`src/rtl/smac_ctrl_pkg.sv`:
```
// ---------------------------------------------------------------------------
// smac_ctrl_pkg
// Shared types and constants for the bit-serial weight MAC (SMAC) control.
//   wser_state_t  : control FSM state encoding
//   CYC_PER_SLICE : clock cycles spent per weight bit-slice (STEP, WAIT, EVAL)
// ---------------------------------------------------------------------------
package smac_ctrl_pkg;

    typedef enum logic [2:0] {
        IDLE = 3'd0,
        LOAD = 3'd1,
        STEP = 3'd2,
        WAIT = 3'd3,
        EVAL = 3'd4,
        OUT  = 3'd5
    } wser_state_t;

    localparam int CYC_PER_SLICE = 3;

endpackage

```
`src/rtl/ctrl_fsm_wser.sv`:
```
// ---------------------------------------------------------------------------
// ctrl_fsm_wser
// Control FSM for the bit-serial weight MAC datapath. Accepts one job per
// w_vld/w_rdy handshake, walks the peer weight-bit counter through Pw slices
// (STEP -> WAIT -> EVAL each), subtracts on the MSB slice and presents the
// result with an out_vld/out_rdy handshake.
//
// Parameter
//   Pw        weight precision in bits (>= 3), equal to the peer counter's Pw
// Ports
//   clk       clock, rising edge
//   rst       synchronous active-high reset
//   w_vld     in : job available upstream
//   w_rdy     out: job accepted (high only in IDLE)
//   flush     in : abort current job (ignored in IDLE)
//   bit_1     in : counter flag, exactly one slice done
//   bit_m     in : counter flag, Pw-1 slices done (next slice is the MSB)
//   w_cnt     out: counter increment pulse
//   cnt_clear out: counter clear
//   w_load    out: sample weight/activation registers
//   acc_clr   out: clear the accumulator
//   acc_en    out: accumulate the current partial product
//   msb_sub   out: subtract this slice (two's-complement MSB)
//   out_vld   out: result valid
//   out_rdy   in : downstream accepts the result
//   busy      out: any state other than IDLE
//   flag_err  out: sticky counter-flag consistency error
//                  (only when CTRL_WSER_FLAGCHK_EN is defined)
//
// Build option CTRL_WSER_FLAGCHK_EN adds the flag_err port and a slice
// counter that cross-checks bit_1/bit_m against the expected slice number.
// ---------------------------------------------------------------------------
module ctrl_fsm_wser
    import smac_ctrl_pkg::*;
#(
    parameter int Pw = 4
) (
    input  logic clk,
    input  logic rst,
    input  logic w_vld,
    output logic w_rdy,
    input  logic flush,
    input  logic bit_1,
    input  logic bit_m,
    output logic w_cnt,
    output logic cnt_clear,
    output logic w_load,
    output logic acc_clr,
    output logic acc_en,
    output logic msb_sub,
    output logic out_vld,
    input  logic out_rdy,
    output logic busy
`ifdef CTRL_WSER_FLAGCHK_EN
    ,
    output logic flag_err
`endif
);

    wser_state_t state_r;
    wser_state_t next_state_s;
    logic        msb_pend_r;
    logic        msb_pend_set_s;
    logic        flush_clr_r;
    logic        flush_take_s;

    // State register plus the one-cycle counter-clear marker left by a flush
    always_ff @(posedge clk) begin
        if (rst) begin
            state_r     <= IDLE;
            flush_clr_r <= 1'b0;
        end else begin
            state_r     <= next_state_s;
            flush_clr_r <= flush_take_s;
        end
    end

    // MSB-pending flag: armed when bit_m is seen at EVAL, so the next STEP subtracts
    always_ff @(posedge clk) begin
        if (rst) begin
            msb_pend_r <= 1'b0;
        end else if (state_r == LOAD) begin
            msb_pend_r <= 1'b0;
        end else if (msb_pend_set_s) begin
            msb_pend_r <= 1'b1;
        end else begin
            msb_pend_r <= msb_pend_r;
        end
    end

    // Next-state and Moore output decode
    always_comb begin
        next_state_s   = state_r;
        flush_take_s   = 1'b0;
        msb_pend_set_s = 1'b0;
        w_rdy          = 1'b0;
        w_cnt          = 1'b0;
        cnt_clear      = flush_clr_r;
        w_load         = 1'b0;
        acc_clr        = 1'b0;
        acc_en         = 1'b0;
        msb_sub        = 1'b0;
        out_vld        = 1'b0;
        busy           = 1'b1;

        case (state_r)
            IDLE: begin
                w_rdy = 1'b1;
                busy  = 1'b0;
                if (w_vld) begin
                    next_state_s = LOAD;
                end else begin
                    next_state_s = IDLE;
                end
            end
            LOAD: begin
                w_load       = 1'b1;
                cnt_clear    = 1'b1;
                acc_clr      = 1'b1;
                next_state_s = STEP;
            end
            STEP: begin
                w_cnt        = 1'b1;
                acc_en       = 1'b1;
                msb_sub      = msb_pend_r;
                next_state_s = WAIT;
            end
            WAIT: begin
                // Gives the counter's registered flags time to reflect this slice
                next_state_s = EVAL;
            end
            EVAL: begin
                if (msb_pend_r) begin
                    next_state_s = OUT;
                end else if (bit_m) begin
                    msb_pend_set_s = 1'b1;
                    next_state_s   = STEP;
                end else begin
                    next_state_s = STEP;
                end
            end
            OUT: begin
                out_vld = 1'b1;
                if (out_rdy) begin
                    next_state_s = IDLE;
                end else begin
                    next_state_s = OUT;
                end
            end
            default: begin
                next_state_s = IDLE;
            end
        endcase

        // Abort overrides every transition outside IDLE
        if (flush && (state_r != IDLE)) begin
            next_state_s   = IDLE;
            flush_take_s   = 1'b1;
            msb_pend_set_s = 1'b0;
        end else begin
            flush_take_s = 1'b0;
        end
    end

`ifdef CTRL_WSER_FLAGCHK_EN
    localparam int SW = $clog2(Pw) + 1;

    logic [SW-1:0] slice_r;
    logic          flag_err_r;
    logic          chk_bad_s;

    // Slices issued in the current job; saturates so a runaway job cannot alias
    always_ff @(posedge clk) begin
        if (rst) begin
            slice_r <= {SW{1'b0}};
        end else if (state_r == LOAD) begin
            slice_r <= {SW{1'b0}};
        end else if ((state_r == STEP) && (slice_r != {SW{1'b1}})) begin
            slice_r <= slice_r + SW'(1);
        end else begin
            slice_r <= slice_r;
        end
    end

    // Flag consistency at EVAL: bit_1 after slice 1, bit_m only after slice Pw-1
    always_comb begin
        chk_bad_s = 1'b0;
        if (state_r == EVAL) begin
            if (slice_r == SW'(Pw - 1)) begin
                chk_bad_s = ~bit_m;
            end else begin
                chk_bad_s = bit_m | ((slice_r == SW'(1)) & ~bit_1);
            end
        end else begin
            chk_bad_s = 1'b0;
        end
    end

    // Sticky error, cleared by reset or the next job's LOAD
    always_ff @(posedge clk) begin
        if (rst) begin
            flag_err_r <= 1'b0;
        end else if (state_r == LOAD) begin
            flag_err_r <= 1'b0;
        end else if (chk_bad_s) begin
            flag_err_r <= 1'b1;
        end else begin
            flag_err_r <= flag_err_r;
        end
    end

    assign flag_err = flag_err_r;
`else
    // bit_1 only feeds the flag checker; without it the flag is intentionally unused
    logic bit_1_unused_s;
    assign bit_1_unused_s = bit_1;
`endif

endmodule
```
`config.mk`:
```
export PLATFORM = sky130hd
export DESIGN_NAME = ctrl_fsm_wser
export DESIGN_NICKNAME = d
export VERILOG_FILES = /design/src/rtl/smac_ctrl_pkg.sv /design/src/rtl/ctrl_fsm_wser.sv
export SDC_FILE = /design/constraint.sdc
export NUM_CORES = 1
export LEC_CHECK = 0
export ABC_CLOCK_PERIOD_IN_PS = 2100
export CORE_AREA = 2 2 39 41
export DETAILED_ROUTE_END_ITERATION = 8
export DIE_AREA = 0 0 41 43
export PLACE_DENSITY = 0.53
export SYNTH_ARGS = -nofsm -noshare
export SYNTH_HDL_FRONTEND = slang
export SYNTH_SLANG_ARGS = --single-unit
```
`constraint.sdc`:
```
create_clock -name clk -period 2.1 [get_ports clk]
set_input_delay 0.42 -clock clk [delete_from_list [all_inputs] [get_ports clk]]
set_output_delay 0.42 -clock clk [all_outputs]
set_load 0.02 [all_outputs]
```
==> results.yml, run 1 <==
finish:
  drive_gt1_share_pct: 14.29
  design_area_um2: 496.7
  stdcell_count: 72
  regArea_um2: 100.1
  area_delta_synth_final_pct: 58.17
  multi_input_area_um2: 173.9
  antenna_cells: 0
  fin_util_pct: 35.90
  fin_nets: 64
  num-fill-cells: 152
place:
  place_congestion: 0.6595
  dp.cells: 68
  dpl_cell_area_um2: 459.2
  portBuffers: 14
  dp_hpwl_um: 516.7
global_route:
  grt.total_usage_pct: 9.950
  grt_pass1_wl_um: 1117
  antenna_found_initial: 0
  grt_overflow: 0
  grt_max_degree: 8
  first_global_vias: 265
sta:
  hold_viol_final: 0
  finalCritPeriodShare_pct: 97.08
  rsz0062_at_grt: "false"
  max_freq_mhz: 490.5
  slew_violations: 0
  fin_crit_ps: 2039
  relSlewSlack_pct: 82.66
  setup_viol: 0
  finalSetupTns_ps: 0
  worst_pin_slew_ps: 258.6
  hold_ws_ps: 531.1
  fin_skew_ps: 4.455
drt:
  dr.pass1.iters: 4
  drtIter0Drc: 5
  routed_via_density: 4.319
  num_vias: 311
  post-route-drc-count: 0
  route.antenna.remaining_nets: 0
  wire_per_inst_um: 9.542
  totalWireLength_um: 687
worst_setup_path:
  cp-start-kind: "register"
  worst_r2r_startpoint: "state_r[2]"
  critPathKind: "register to output pin"
  rrSetupSlack_ps: 550
  arrival_ps: 1620
  critical_path.max_fanout: 7
  slowest_stage: "clkdlybuf4s50_1"
  crit_family: "buffers and inverters"
  critPathCaptureType: "output pin"
  worstPathRequired_ps: 1680
  crit_path_max_incr_delay_ps: 590
  cp_cell_sequence: "buf_4, nor2_1, and3_1, clkdlybuf4s50_1"
  crit_start: "state_r[0]"
  crit_buf_inv: 2
pwr:
  cell_internal_pwr_uw: 208.4
  p_comb_share_pct: 25.4
  sequentialPowerShare_pct: 35.8
  power_frac_clock_pct: 38.8
  netSwitchingPower_uw: 76.14
  power.density_nw_per_um2: 572.8
  peakVddDrop_v: 0.0001837
  p_sw_share_pct: 26.76
  p_leak_nw: 0.2415
synth:
  seq_area_frac_synth_pct: 31.87
  synth-seq-cells: 5
  synthDistinctLibCells: 21
  postSynthAreaPerCell_um2: 7.851
  synth_fp_nets: 47
  syn_inst: 40
  syn-cell-area_um2: 314.1
  yosys_warnings: 0
floorplanning:
  num_rows: 14
  core_area_um2: 1384
  die_w_um: 41
  initial_core_util_pct: 22.69
  die_h_um: 43
  die_area_um2: 1763
  ios: 16
clocking:
  cts_buffer_depth: 2
  root_buffer: "clkbuf_4"
  numCtsBuffers: 3
  clkLatencyLatePin_ps: 240
  clk_pin_slew_ps: 40
  postCtsHoldBufs: 0
  cts_tree: "done"
  ctsHtreeMaxLevel: 1
  cts.sinks: 5
status:
  status: "finished clean"
flow_run:
  maxCapViolCount: 0
min_path:
  hold_start: "msb_pend_r"
  worstHoldPathType: "register to register"
==> logic make-up (layout without fill, tap and decap cells) <==
family	count (synthesis)	after routing	share of synthesized area, %
AOI/OAI and AO/OA	10	10	17.13
DFF	5	5	31.87
xor gates and xnor gates	1	1	2.789
and+or+nand+nor	17	17	33.87
buffers and inverters	7	23	14.34
==> registers in the layout (all words and copies together) (netlist names) <==
signal,flops
flush_clr_r,1
msb_pend_r,1
state_r,3
==> final cells by class <==
type	instances	share of cell area, %
clock buffer	4	5.290
timing repair buffer	17	34.01
multi-input combinational	28	35.01
tap	16	4.030
sequential	5	20.15
inverter	2	1.511
==> tightest hold or removal path, stage by stage (launching register included) <==
cell	delay, ps
dfxtp_1	330
o21ai_0	90
a21oi_1	60
==> final timing paths <==
path,to,cells after the start
max,msb_sub,4
min,msb_pend_r,2
max reg2reg,msb_pend_r,4
min reg2reg,msb_pend_r,2
==> cell usage in the layout (no fill, tap or decap), types with 3 or more instances in the layout <==
cell,count
clkdlybuf4s50_1,10
buf_4,3
a21oi_1,4
nor3b_1,3
dfxtp_1,5
o21ai_0,4
dlymetal6s2s_1,3
nor2_1,3
clkbuf_4,3
==> metal layers <==
layer	vias up	routed length [µm]	global-route usage (%)
li1	165	-	-
met1	133	323	12.90
met2	11	297	10.94
met3	2	51	6.283
met4	0	14	8.000
met5	-	0	0
==> Yosys cell counts <==
| master | number | area (µm²) |
|---|---|---|
| and2b_1 | 1 | 7.510 |
| and3_1 | 1 | 6.260 |
| o21bai_1 | 1 | 7.510 |
| nor2_1 | 3 | 11.26 |
| nand2_1 | 1 | 3.750 |
| or2_2 | 1 | 6.260 |
| buf_6 | 1 | 11.26 |
| buf_4 | 3 | 22.52 |
| clkbuf_1 | 1 | 3.750 |
| inv_1 | 2 | 7.510 |
| nor3b_1 | 3 | 22.52 |
| or2b_1 | 1 | 7.510 |
| nor3_1 | 1 | 5.000 |
| o22ai_1 | 1 | 6.260 |
| nor2b_1 | 2 | 12.51 |
| xnor2_1 | 1 | 8.760 |
| a21oi_1 | 4 | 20.02 |
| and2_1 | 1 | 6.260 |
| dfxtp_1 | 5 | 100.1 |
| o21ai_0 | 4 | 20.02 |
| or3b_1 | 2 | 17.52 |
==> power groups by stage <==
stage,clock network [mW],registers [mW],logic (mW)
after global placement,0,0.103,0.0745
after global routing,0.124,0.102,0.0784
final,0.110,0.102,0.0723
after detailed placement,0,0.103,0.0744
after floorplan,0,0.101,0.0441
after CTS,0.118,0.101,0.0731
==> per-stage QoR <==
stage,power (mW),worst slack (ps)
6_report,0.2845,61.28
5_1_grt,0.3044,5.161
4_1_cts,0.2922,3.182
3_5_place_dp,0.1773,193.2
3_3_place_gp,0.1776,194.0
2_1_floorplan,0.1453,325.8
==> repair_timing <==
item | in CTS | in global routing
resized for setup | 1 | 4
endpoints found under the setup margin | 1 | 4
cloned | 0 | 0
buffers inserted | 0 | 0
No activity file was read; power rests on OpenSTA's default activity.
==> run 2: changes to the inputs <==
--- a/config.mk
+++ b/config.mk
@@ -5,11 +5,13 @@
 export SDC_FILE = /design/constraint.sdc
 export NUM_CORES = 1
 export LEC_CHECK = 0
+export ABC_AREA = 1
 export ABC_CLOCK_PERIOD_IN_PS = 2100
 export CORE_AREA = 2 2 39 41
 export DETAILED_ROUTE_END_ITERATION = 8
 export DIE_AREA = 0 0 41 43
-export PLACE_DENSITY = 0.53
+export PLACE_DENSITY = 0.52
 export SYNTH_ARGS = -nofsm -noshare
 export SYNTH_HDL_FRONTEND = slang
 export SYNTH_SLANG_ARGS = --single-unit
+export TNS_END_PERCENT = 1
==> run 2 against run 1 <==
Against the previous run:
- first-iteration DRC count up 140%
- power is 19% higher
- global-route usage decreased by 0.13 points
- clock-buffer cell count did not move
- combinational power increased by 63%
- synthesized area shrank 4.8%
- sequential cell count is the same
- utilization is 1.5 points lower
- sequential share of layout area rose by 0.90 points
- maximum frequency up 3.6%
- critical path type unchanged
==> results.yml, run 2 <==
pwr:
  netSwitchingPower_uw: 111.6
  peakVddDrop_v: 0.0001931
  p_leak_nw: 0.2549
  power.density_nw_per_um2: 714.7
  sequentialPowerShare_pct: 31.8
  cell_internal_pwr_uw: 228.2
  p_comb_share_pct: 34.7
  power_frac_clock_pct: 33.5
  p_sw_share_pct: 32.85
clocking:
  cts_resized: 0
  cts_buffer_depth: 2
  cts.sinks: 5
  cts_tree: "done"
  clk_pin_slew_ps: 40
  root_buffer: "clkbuf_4"
  clkLatencyLatePin_ps: 250
  ctsHtreeMaxLevel: 1
  postCtsHoldBufs: 0
  post_cts_buffers: 0
  numCtsBuffers: 3
synth:
  synth_top_area_share_pct: 33.47
  synth_edf_count: 0
  synth_commonest_cells: "11 x inv_1, 8 x nand2_1, 5 x dfxtp_1, 5 x nand3_1, 4 x nor2_1"
  synthArstFlopShare_pct: 0
  synth-seq-cells: 5
  yosys_warnings: 0
  syn-cell-area_um2: 299.0
  synth.most_common_cell: "inv_1"
  syn_inst: 46
  synthDistinctLibCells: 15
  synth_fp_nets: 53
  synth_ff_type: "dfxtp_1"
  synthTopCellsByArea: "dfxtp_1 33%, inv_1 14%, nand2_1 10%"
  postSynthAreaPerCell_um2: 6.501
  yosysTopAreaCell: "dfxtp_1"
  seq_area_frac_synth_pct: 33.47
worst_setup_path:
  crit_buf_inv: 2
  critPathKind: "register to output pin"
  slowest_stage: "clkdlybuf4s50_1"
  critical_path.max_fanout: 6
  crit_family: "buffers and inverters"
  cp-start-kind: "register"
  arrival_ps: 1550
  worstPathRequired_ps: 1680
  critPathCaptureType: "output pin"
  crit_path_max_incr_delay_ps: 590
  cp_cell_sequence: "nor2_2, nand2_1, inv_1, clkdlybuf4s50_1"
floorplanning:
  core_area_um2: 1384
  num_rows: 14
  initial_core_util_pct: 21.61
  die_area_um2: 1763
  ios: 16
  die_h_um: 43
  die_w_um: 41
sta:
  finalCritPeriodShare_pct: 93.68
  finalSetupTns_ps: 0
  max_freq_mhz: 508.3
  worst_pin_slew_ps: 230.4
  setup_viol: 0
  slew_violations: 0
  relSlewSlack_pct: 84.62
  fin_skew_ps: 1.604
  fin_crit_ps: 1967
  rsz0062_at_grt: "false"
  hold_ws_ps: 511.8
  hold_viol_final: 0
finish:
  fin_util_pct: 34.36
  top_regs: "state_r: 3 flops, flush_clr_r: 1 flops, msb_pend_r: 1 flops"
  regArea_um2: 100.1
  top_register: "state_r"
  drive_gt1_share_pct: 14.52
  fin_nets: 70
  multi_input_area_um2: 138.9
  largest_reg_flops: 3
  antenna_cells: 0
  final_common_cell: "clkdlybuf4s50_1"
  num-fill-cells: 157
  mostFrequentLayoutCells: "12 x clkdlybuf4s50_1, 11 x inv_1, 8 x nand2_1"
  area_delta_synth_final_pct: 59.00
drt:
  wire_per_inst_um: 8.064
  totalWireLength_um: 629
  routed_via_density: 4.051
  drtIter0Drc: 12
  dr.pass1.iters: 4
  post-route-drc-count: 0
  num_vias: 316
  route.antenna.remaining_nets: 0
place:
  place_congestion: 0.7450
  portBuffers: 14
  dp_hpwl_um: 522.1
global_route:
  grt_pass1_wl_um: 1076
  grt_max_degree: 7
  grt_overflow: 0
  grt.total_usage_pct: 9.820
  first_global_vias: 286
  antenna_found_initial: 0
flow_run:
  maxCapViolCount: 0
min_path:
  worstHoldPathType: "register to register"
status:
  status: "finished clean"
## run 2: power by group through the flow
| stage | clock network, mW | logic (mW) | registers [mW] |
|---|---|---|---|
| finish | 0.114 | 0.118 | 0.108 |
| global route | 0.123 | 0.130 | 0.109 |
| CTS | 0.118 | 0.121 | 0.108 |
| detailed placement | 0 | 0.120 | 0.110 |
| global placement | 0 | 0.121 | 0.110 |
| floorplan | 0 | 0.0721 | 0.109 |
## run 2: final cells by class
class / instances / area share [%]
clock buffers: 4 / 5.526
inverters: 12 / 9.474
multi-input cells: 27 / 29.21
flip-flops and latches: 5 / 21.05
well taps: 16 / 4.211
repair buffers: 14 / 30.53
## run 2: per-layer routing
layer,global-route usage [%],wire length (µm),part of all wire [%]
met1,11.18,278,44
met2,12.19,298,47
met3,3.141,20,3.2
met4,12.00,32,5.1
met5,0,0,0
## run 2: metrics by stage
stage               power [mW]  instances  area (µm²)  worst slack (ps)
finish                  0.3398         78       475.5             132.7
global placement        0.2307         74       444.2             265.7
detailed placement      0.2299         74       444.2             274.3
global route            0.3621         78       475.5             23.96
floorplan               0.1807         46       299.0             762.6
CTS                     0.3462         78       470.5             6.298
## run 2: path summary, 6_finish.rpt
kind | depth (start not counted) | slack [ps] | from | to
worst max-delay path | 4 | 130 | state_r[2] | w_cnt
worst min-delay path | 2 | 510 | msb_pend_r | msb_pend_r
worst max register to register | 5 | 1160 | state_r[2] | state_r[2]
worst min register to register | 2 | 510 | msb_pend_r | msb_pend_r
## run 2: cells by family (layout without fill, tap and decap cells)
kind of cell	Yosys count	in the layout	share of synthesized area, %
and+or+nand+nor	23	23	37.24
buffers and inverters	14	30	20.08
DFF	5	5	33.47
AOI/OAI and AO/OA	4	4	9.203
## run 2: worst min-delay path, cell delays in order (launching register included)
cell     delay [ps]
dfxtp_1         300
inv_1            80
a21oi_1          70
==> run 3: changes to the inputs <==
--- a/config.mk
+++ b/config.mk
@@ -11,6 +11,7 @@
 export DETAILED_ROUTE_END_ITERATION = 8
 export DIE_AREA = 0 0 41 43
 export PLACE_DENSITY = 0.52
+export SKIP_LAST_GASP = 1
 export SYNTH_ARGS = -nofsm -noshare
 export SYNTH_HDL_FRONTEND = slang
 export SYNTH_SLANG_ARGS = --single-unit
==> run 3 against run 2 <==
Against the previous run:
- cell count is the same
- routed wire length shrank 0.32%
- clock-buffer cell count is the same
- non-clock buffer count is the same
- critical endpoint is now msb_sub
==> results.yml, run 3 (synthesized netlist as in run 2, its figures left out) <==
clocking:
  cts_buffer_depth: 2
  post_cts_buffers: 0
  clkLatencyLatePin_ps: 250
  postCtsHoldBufs: 0
  cts_tree: "done"
  ctsHtreeMaxLevel: 1
  cts_resized: 0
  root_buffer: "clkbuf_4"
  cts.sinks: 5
  clk_pin_slew_ps: 40
  numCtsBuffers: 3
sta:
  finalWorstSetupSlack_ps: 88.49
  hold_viol_final: 0
  hold_ws_ps: 511.8
  rsz0062_at_grt: "true"
  fin_skew_ps: 1.604
  setup_viol: 0
  fin_crit_ps: 2012
  finalCritPeriodShare_pct: 95.79
  finalSetupTns_ps: 0
  slew_violations: 0
  max_freq_mhz: 497.1
  relSlewSlack_pct: 84.62
  worst_pin_slew_ps: 230.4
status:
  status: "finished clean"
floorplanning:
  die_area_um2: 1763
  core_area_um2: 1384
  die_w_um: 41
  num_rows: 14
  ios: 16
  initial_core_util_pct: 21.61
  die_h_um: 43
drt:
  dr.pass1.iters: 4
  drtIter0Drc: 12
  post-route-drc-count: 0
  route.antenna.remaining_nets: 0
  num_vias: 316
  wire_per_inst_um: 8.038
  routed_via_density: 4.051
  totalWireLength_um: 627
worst_setup_path:
  cp-start-kind: "register"
  critPathCaptureType: "output pin"
  worstPathRequired_ps: 1680
  arrival_ps: 1590
  critPathKind: "register to output pin"
  slowest_stage: "clkdlybuf4s50_1"
  crit_family: "buffers and inverters"
  crit_path_max_incr_delay_ps: 610
  critical_path.max_fanout: 6
  crit_buf_inv: 1
  cp_cell_sequence: "nor2_2, nand2_1, nor2_1, clkdlybuf4s50_1"
  crit_start: "state_r[2]"
  rrSetupSlack_ps: 1160
  worst_r2r_startpoint: "state_r[2]"
place:
  place_congestion: 0.7450
  dp.cells: 74
  dpl_worst_slack_ps: 274.3
  portBuffers: 14
  dp_hpwl_um: 522.1
flow_run:
  maxCapViolCount: 0
finish:
  drive_gt1_share_pct: 14.52
  num-fill-cells: 159
  area_delta_synth_final_pct: 58.16
  stdcell_count: 78
  fin_nets: 70
  antenna_cells: 0
  final_common_cell: "clkdlybuf4s50_1"
  top_register: "state_r"
  largest_reg_flops: 3
  top_regs: "state_r: 3 flops, flush_clr_r: 1 flops, msb_pend_r: 1 flops"
  mostFrequentLayoutCells: "13 x clkdlybuf4s50_1, 11 x inv_1, 8 x nand2_1"
global_route:
  grt_overflow: 0
  grt.total_usage_pct: 9.820
  antenna_found_initial: 0
  grt_max_degree: 7
  first_global_vias: 286
  grt_pass1_wl_um: 1076
pwr:
  peakVddDrop_v: 0.0001927
  cell_internal_pwr_uw: 228.2
  netSwitchingPower_uw: 111.6
  p_comb_share_pct: 34.7
  power_frac_clock_pct: 33.5
  p_leak_nw: 0.2361
  sequentialPowerShare_pct: 31.8
  power.density_nw_per_um2: 718.3
  p_sw_share_pct: 32.84
min_path:
  worstHoldPathType: "register to register"
  hold_start: "msb_pend_r"
## run 3: cell types whose count changed in the layout (fill, tap and decap cells not counted)
cell	delta
clkdlybuf4s50_1	+1
dlymetal6s2s_1	-1
## run 3: metrics by stage
| stage | instance area (µm²) | util [%] | total power, mW |
|---|---|---|---|
| detailed placement | 444.2 | 32.10 | 0.2299 |
| CTS | 470.5 | 34.00 | 0.3462 |
| global placement | 444.2 | 32.10 | 0.2307 |
| floorplan | 299.0 | - | 0.1807 |
| global route | 473.0 | 34.18 | 0.3621 |
| finish | 473.0 | 34.18 | 0.3397 |
## run 3: power groups by stage
stage / combinational [mW] / clock (mW) / sequential, mW
3_3_place_gp: 0.121 / 0 / 0.110
4_1_cts: 0.121 / 0.118 / 0.108
5_1_grt: 0.130 / 0.123 / 0.109
2_1_floorplan: 0.0721 / 0 / 0.109
3_5_place_dp: 0.120 / 0 / 0.110
6_report: 0.118 / 0.114 / 0.108
## run 3: final timing paths
| path | cells after the start | to |
|---|---|---|
| worst max-delay path | 4 | msb_sub |
| worst min-delay path | 2 | msb_pend_r |
| worst max register to register | 5 | state_r[2] |
| worst min register to register | 2 | msb_pend_r |
## run 3: layer usage
metal / GRT usage (%) / routed length [µm] / vias up / share of wire (%)
met4: 12.00 / 32 / 0 / 5.1
met3: 3.141 / 20 / 3 / 3.2
met2: 12.19 / 297 / 9 / 47
li1: - / - / 169 / -
met1: 11.18 / 277 / 135 / 44
met5: 0 / 0 / - / 0
## run 3: worst reg2reg max path, cell delays in order, from the launching register on
cell     delay, ps
dfxtp_1        360
nor2_2         170
nand2_2        100
a21oi_2        150
nand2_1         60
inv_1           40
## run 3: area by class of cell
cell class	instances	area, µm²	area share [%]
Inverter	12	45.04	9.524
Multi-Input combinational cell	27	138.9	29.37
Clock buffer	4	26.28	5.556
Timing Repair Buffer	14	142.6	30.16
Sequential cell	5	100.1	21.16
Tap cell	16	20.02	4.233
